**src/rtl/regdump_pkg.sv**
```systemverilog
// Shared types and helpers for the register-file dump reader.
package regdump_pkg;

    typedef enum logic [2:0] {
        ST_IDLE  = 3'd0,
        ST_HDR   = 3'd1,
        ST_LOAD  = 3'd2,
        ST_SEND  = 3'd3,
        ST_TRAIL = 3'd4,
        ST_FIN   = 3'd5
    } state_t;

    localparam logic [7:0] REGDUMP_HEADER_DEFAULT = 8'hA5;

    function automatic logic [7:0] sel_byte(
        input logic [31:0] word,
        input logic [1:0]  idx,
        input logic        msb_first
    );
        logic [1:0] lane;
        lane = msb_first ? (2'd3 - idx) : idx;
        return word[{lane, 3'b000} +: 8];
    endfunction

endpackage

```
**src/rtl/regdump_byte_tx.sv**
```systemverilog
// Output byte register: holds tx_valid/tx_data until the transmitter takes it.
module regdump_byte_tx (
    input  logic       clk,
    input  logic       reset,
    input  logic       load,
    input  logic [7:0] load_data,
    input  logic       tx_ready,
    output logic       tx_valid,
    output logic [7:0] tx_data,
    output logic       accepted
);

    assign accepted = tx_valid && tx_ready;

    // A load on the accept cycle keeps the stream back-to-back.
    always_ff @(posedge clk or posedge reset) begin
        if (reset) begin
            tx_valid <= 1'b0;
            tx_data  <= 8'h00;
        end else if (load) begin
            tx_valid <= 1'b1;
            tx_data  <= load_data;
        end else if (accepted) begin
            tx_valid <= 1'b0;
        end
    end

endmodule

```
**src/rtl/regdump_reader.sv**
```systemverilog
// Walks the register file and frames it as header, data bytes, XOR trailer.
module regdump_reader
    import regdump_pkg::*;
#(
    parameter int         FIRST_REG = 0,
    parameter int         LAST_REG  = 31,
    parameter logic [7:0] HEADER    = REGDUMP_HEADER_DEFAULT,
    parameter bit         MSB_FIRST = 1'b1
) (
    input  logic        clk,
    input  logic        reset,
    input  logic        start,
    input  logic        abort,
    output logic        busy,
    output logic        done,
    output logic [4:0]  rf_addr,
    input  logic [31:0] rf_data,
    output logic [7:0]  tx_data,
    output logic        tx_valid,
    input  logic        tx_ready
);

    localparam logic [4:0] FIRST_A = 5'(FIRST_REG);
    localparam logic [4:0] LAST_A  = 5'(LAST_REG);

    state_t      state;
    state_t      state_nx;
    logic [31:0] word_reg;
    logic [1:0]  byte_cnt;
    logic [7:0]  checksum;
    logic        abort_q;
    logic        hs;
    logic        honour;
    logic        start_ok;
    logic        last_byte;
    logic        last_reg;
    logic        load;
    logic [7:0]  load_data;

    regdump_byte_tx u_tx (
        .clk       (clk),
        .reset     (reset),
        .load      (load),
        .load_data (load_data),
        .tx_ready  (tx_ready),
        .tx_valid  (tx_valid),
        .tx_data   (tx_data),
        .accepted  (hs)
    );

    assign start_ok  = (state == ST_IDLE) && start && !abort;
    assign last_byte = (byte_cnt == 2'd3);
    assign last_reg  = (rf_addr == LAST_A);

    // Abort only lands on a byte boundary so no half-sent byte is dropped.
    assign honour = (abort || abort_q)
                  && (state inside {ST_HDR, ST_LOAD, ST_SEND, ST_TRAIL})
                  && (hs || !tx_valid);

    always_ff @(posedge clk or posedge reset) begin
        if (reset) state <= ST_IDLE;
        else       state <= state_nx;
    end

    always_comb begin
        state_nx = state;
        unique case (state)
            ST_IDLE:  if (start_ok) state_nx = ST_HDR;
            ST_HDR: begin
                if (honour)  state_nx = ST_IDLE;
                else if (hs) state_nx = ST_LOAD;
            end
            ST_LOAD: begin
                if (honour) state_nx = ST_IDLE;
                else        state_nx = ST_SEND;
            end
            ST_SEND: begin
                if (honour)
                    state_nx = ST_IDLE;
                else if (hs && last_byte)
                    state_nx = last_reg ? ST_TRAIL : ST_LOAD;
            end
            ST_TRAIL: begin
                if (honour)  state_nx = ST_IDLE;
                else if (hs) state_nx = ST_FIN;
            end
            ST_FIN:  state_nx = ST_IDLE;
            default: state_nx = ST_IDLE;
        endcase
    end

    always_comb begin
        load      = 1'b0;
        load_data = 8'h00;
        busy      = (state != ST_IDLE);
        done      = (state == ST_FIN);
        unique case (state)
            ST_IDLE: begin
                load      = start_ok;
                load_data = HEADER;
            end
            ST_LOAD: begin
                load      = !honour;
                load_data = sel_byte(rf_data, 2'd0, MSB_FIRST);
            end
            ST_SEND: begin
                load = hs && !honour && (!last_byte || last_reg);
                if (last_byte)
                    load_data = checksum ^ tx_data;
                else
                    load_data = sel_byte(word_reg, byte_cnt + 2'd1, MSB_FIRST);
            end
            default: ;
        endcase
    end

    always_ff @(posedge clk or posedge reset) begin
        if (reset) begin
            rf_addr  <= 5'd0;
            checksum <= 8'h00;
            word_reg <= 32'd0;
            byte_cnt <= 2'd0;
        end else begin
            unique case (state)
                ST_IDLE: begin
                    if (start_ok) begin
                        rf_addr  <= FIRST_A;
                        checksum <= 8'h00;
                    end
                end
                ST_LOAD: begin
                    word_reg <= rf_data;
                    byte_cnt <= 2'd0;
                end
                ST_SEND: begin
                    if (hs) begin
                        checksum <= checksum ^ tx_data;
                        byte_cnt <= byte_cnt + 2'd1;
                        if (last_byte && !last_reg && !honour)
                            rf_addr <= rf_addr + 5'd1;
                    end
                end
                default: ;
            endcase
        end
    end

    always_ff @(posedge clk or posedge reset) begin
        if (reset)
            abort_q <= 1'b0;
        else if (state_nx == ST_IDLE)
            abort_q <= 1'b0;
        else if (abort && state != ST_IDLE)
            abort_q <= 1'b1;
    end

endmodule

```
**config.mk**
```make
export PLATFORM = sky130hd
export DESIGN_NAME = regdump_reader
export DESIGN_NICKNAME = d
export VERILOG_FILES = /design/src/rtl/regdump_pkg.sv /design/src/rtl/regdump_byte_tx.sv /design/src/rtl/regdump_reader.sv
export SDC_FILE = /design/constraint.sdc
export NUM_CORES = 1
export LEC_CHECK = 0
export BUFFER_PORTS_ARGS = -buffer_cell sky130_fd_sc_hd__buf_4
export CAP_MARGIN = 20
export CORE_ASPECT_RATIO = 1.5
export CORE_MARGIN = 2
export CORE_UTILIZATION = 55
export DETAILED_ROUTE_END_ITERATION = 10
export GPL_ROUTABILITY_DRIVEN = 0
export GPL_TIMING_DRIVEN = 0
export PLACE_DENSITY = 0.88
export SETUP_SLACK_MARGIN = 0.02
export SLEW_MARGIN = 20
export SYNTH_ARGS = -nofsm -noshare
export SYNTH_HDL_FRONTEND = slang
export SYNTH_SLANG_ARGS = --single-unit
```
**constraint.sdc**
```tcl
create_clock -name clk -period 6.9 [get_ports clk]
set_clock_uncertainty 0.15 [all_clocks]
set_input_delay 1.38 -clock clk [delete_from_list [all_inputs] [get_ports clk]]
set_output_delay 1.38 -clock clk [all_outputs]
set_load 0.005 [all_outputs]
```
==> impl_metrics.xml <==
<?xml version="1.0" encoding="UTF-8"?>
<metrics>
  <group name="sta">
    <metric name="grt_setup_unrepaired" unit="">false</metric>
    <metric name="min_period" unit="ns">3.04</metric>
    <metric name="timing.final.setup_violations" unit="">0</metric>
    <metric name="maxClockFrequency" unit="MHz">329</metric>
    <metric name="worstMarginPinSlew" unit="ns">0.674</metric>
    <metric name="final.setup.tns" unit="ns">0</metric>
    <metric name="finalCritPeriodShare" unit="">0.440</metric>
    <metric name="finalHoldViolations" unit="">0</metric>
    <metric name="finalWorstSetupSlack" unit="ns">3.86</metric>
    <metric name="final-max-slew-violation-count" unit="">0</metric>
    <metric name="timing.slew.headroom" unit="">0.551</metric>
  </group>
  <group name="layout">
    <metric name="largest_register_ff_count" unit="">32</metric>
    <metric name="fin_util" unit="">0.699</metric>
    <metric name="area_growth" unit="%">22.9</metric>
    <metric name="layout.cell_area.non_filler" unit="mm^2">0.00381</metric>
    <metric name="num-fill-cells" unit="">421</metric>
    <metric name="nets" unit="">370</metric>
    <metric name="drive_above_1_share" unit="">0.388</metric>
    <metric name="antenna_cells" unit="">0</metric>
  </group>
  <group name="power_and_ir_drop">
    <metric name="cellLeakagePower" unit="uW">0.00175</metric>
    <metric name="ir_worst_vdd" unit="mV">0.255</metric>
    <metric name="fin_total_pwr" unit="uW">1350</metric>
    <metric name="pwr_density_cell" unit="mW/mm^2">355</metric>
  </group>
  <group name="min_path">
    <metric name="hold_end" unit="">word_reg[12]</metric>
    <metric name="holdCritPathClass" unit="">flip-flop to flip-flop</metric>
    <metric name="timing.hold.worst.start" unit="">word_reg[12]</metric>
    <metric name="hold_depth" unit="">1</metric>
  </group>
  <group name="grt">
    <metric name="grt_max_degree" unit="">47</metric>
    <metric name="grt_first_pass_wirelength" unit="um">11500</metric>
    <metric name="first_global_vias" unit="">2399</metric>
    <metric name="global_route.overflow_total" unit="">0</metric>
    <metric name="grt.total_usage" unit="">0.248</metric>
    <metric name="antenna_found_initial" unit="">0</metric>
  </group>
  <group name="place">
    <metric name="placed_cell_area" unit="mm^2">0.00361</metric>
    <metric name="place.detailed.hpwl" unit="um">5030</metric>
    <metric name="place.port_buffers" unit="">52</metric>
    <metric name="placement.setup.worst_slack" unit="ns">3.87</metric>
  </group>
  <group name="critical_path">
    <metric name="ff2ff_setup_slack" unit="ns">4.26</metric>
    <metric name="critical_path.reg2reg.startpoint" unit="">rf_addr[0]</metric>
    <metric name="worstPathMaxFanout" unit="">10</metric>
    <metric name="worstPathArrival" unit="ns">1.51</metric>
    <metric name="worst-setup-path-type" unit="">flip-flop to output pin</metric>
    <metric name="r2r_cells" unit="">7</metric>
    <metric name="crit_path_launch_type" unit="">flip-flop</metric>
    <metric name="critPathRequiredTime" unit="ns">5.37</metric>
    <metric name="critical_path.reg2reg.endpoint" unit="">u_tx.tx_data[4]</metric>
    <metric name="timing.critical_path.to_type" unit="">output pin</metric>
  </group>
  <group name="clocking">
    <metric name="cts_num_sinks" unit="">60</metric>
    <metric name="ctsRootBufferMaster" unit="">clkbuf_8</metric>
    <metric name="setup_bufs_post_cts" unit="">0</metric>
    <metric name="clock_path_buffers" unit="">2</metric>
    <metric name="post_cts_hold_fix_bufs" unit="">0</metric>
    <metric name="ctsHtreeMaxLevel" unit="">3</metric>
    <metric name="num_cts_buffers" unit="">9</metric>
    <metric name="cts-resized-gates" unit="">0</metric>
    <metric name="insertion_delay" unit="ns">0.34</metric>
    <metric name="clk_pin_slew_worst_paths" unit="ns">0.06</metric>
    <metric name="tritoncts" unit="">built</metric>
  </group>
  <group name="logic_synthesis">
    <metric name="synth-edff-count" unit="">0</metric>
    <metric name="synthDistinctLibCells" unit="">46</metric>
    <metric name="synth_async_sr_flop_share" unit="">1.00</metric>
    <metric name="post_synthesis_instance_total" unit="">266</metric>
    <metric name="yosysSeqAreaShare" unit="">0.485</metric>
    <metric name="synth-seq-cells" unit="">60</metric>
    <metric name="synth-warning-count" unit="">0</metric>
    <metric name="mapped_cell_area" unit="mm^2">0.00310</metric>
    <metric name="synth.net_count" unit="">306</metric>
    <metric name="avg_synthesized_cell_area" unit="um^2">11.6</metric>
    <metric name="synthFlopType" unit="">dfrtp_1</metric>
  </group>
  <group name="routing">
    <metric name="vias" unit="">2368</metric>
    <metric name="post_drt_wl_per_cell" unit="um">17.0</metric>
    <metric name="total_drc_errors_in_the_routed_layout" unit="">0</metric>
    <metric name="post_dr_vias_cell" unit="">5.85</metric>
    <metric name="ant_nets" unit="">0</metric>
    <metric name="wl" unit="um">6890</metric>
    <metric name="firstDrtPassIters" unit="">5</metric>
    <metric name="dr.first_iter.drc_count" unit="">251</metric>
  </group>
  <group name="die">
    <metric name="die_w" unit="um">65.3</metric>
    <metric name="floorplan.die_area" unit="mm^2">0.00626</metric>
    <metric name="initial_utilization" unit="">0.568</metric>
    <metric name="pin_count" unit="">53</metric>
    <metric name="floorplan.core_area" unit="mm^2">0.00545</metric>
    <metric name="placementRows" unit="">33</metric>
    <metric name="floorplan.die.height" unit="um">95.9</metric>
  </group>
  <group name="flow_run">
    <metric name="max_cap_viol_count" unit="">0</metric>
  </group>
  <group name="status">
    <metric name="outcome" unit="">finished, final reports clean</metric>
  </group>
</metrics>
[routing by layer]
layer | track usage | routed length (um) | part of all wire
met5 | 0 | 0 | 0
met4 | 0.139 | 215 | 0.031
met3 | 0.0409 | 328 | 0.048
met2 | 0.434 | 3780 | 0.55
met1 | 0.288 | 2560 | 0.37
[where the power goes]
group          switching [uW]  total [uW]  internal [uW]
logic                     203         476            273
clock network             134         319            185
registers                83.8         556            472
total                     421        1350            930
[worst max-delay path, cell delays in order, from the launching register on]
cell	delay [ns]
dfrtp_1	0.42
buf_2	0.19
nor2_1	0.27
nand2_1	0.14
buf_4	0.15
[placed cells by master, fill, tap and decap left out, types with 5 or more instances in the layout]
cell type / count
mux2i_1: 6
inv_1: 10
buf_4: 54
o21ai_0: 33
dfrtp_1: 60
mux4_2: 8
buf_2: 8
nor3_1: 8
xor2_1: 5
nand2_1: 23
mux2_4: 8
mux2_2: 28
clkbuf_8: 11
nand3_1: 7
[synth_stat cells (4+ instances only)]
cell	number	area share
nand3_1	7	0.011
nor3_1	8	0.013
nor2_1	4	0.0048
mux2_2	28	0.10
mux2_4	8	0.039
o21ai_0	33	0.053
mux2i_1	6	0.019
inv_1	11	0.013
nand2_1	23	0.028
buf_2	8	0.013
xor2_1	5	0.014
mux4_2	8	0.058
dfrtp_1	60	0.48
[area by class of cell]
class | instances | area (um^2) | area share
Sequential cell | 60 | 1500 | 0.394
Inverter | 11 | 43.8 | 0.0115
Multi-Input combinational cell | 180 | 1460 | 0.383
Clock inverter | 4 | 47.5 | 0.0125
Tap cell | 70 | 87.6 | 0.0230
Buffer | 15 | 96.3 | 0.0253
Clock buffer | 12 | 155 | 0.0407
Timing Repair Buffer | 53 | 418 | 0.110
[logic make-up after synthesis]
group | synth area share
compound gates | 0.119
xor+xnor | 0.0226
fa+ha+maj | 0.0121
buf+inv | 0.0444
flops | 0.485
mux | 0.218
simple gates | 0.0994
[per-stage QoR]
step | hold WS [ns] | cells
floorplan | 0.320 | 266
global placement | 0.335 | 388
detailed placement | 0.342 | 389
CTS | 0.356 | 405
global route | 0.370 | 405
finish | 0.351 | 405
[worst max-delay path by stage]
stage                     startpoint              end  slack (ns)
after global placement         reset     word_reg[15]        3.16
after detailed placement    tx_ready  u_tx.tx_data[4]        3.87
after global routing        state[2]             busy        3.78
after CTS                   state[0]             busy        3.86
final                       state[0]             busy        3.86
after floorplan                reset          abort_q        3.89
Power figures use the tool's default switching activity.
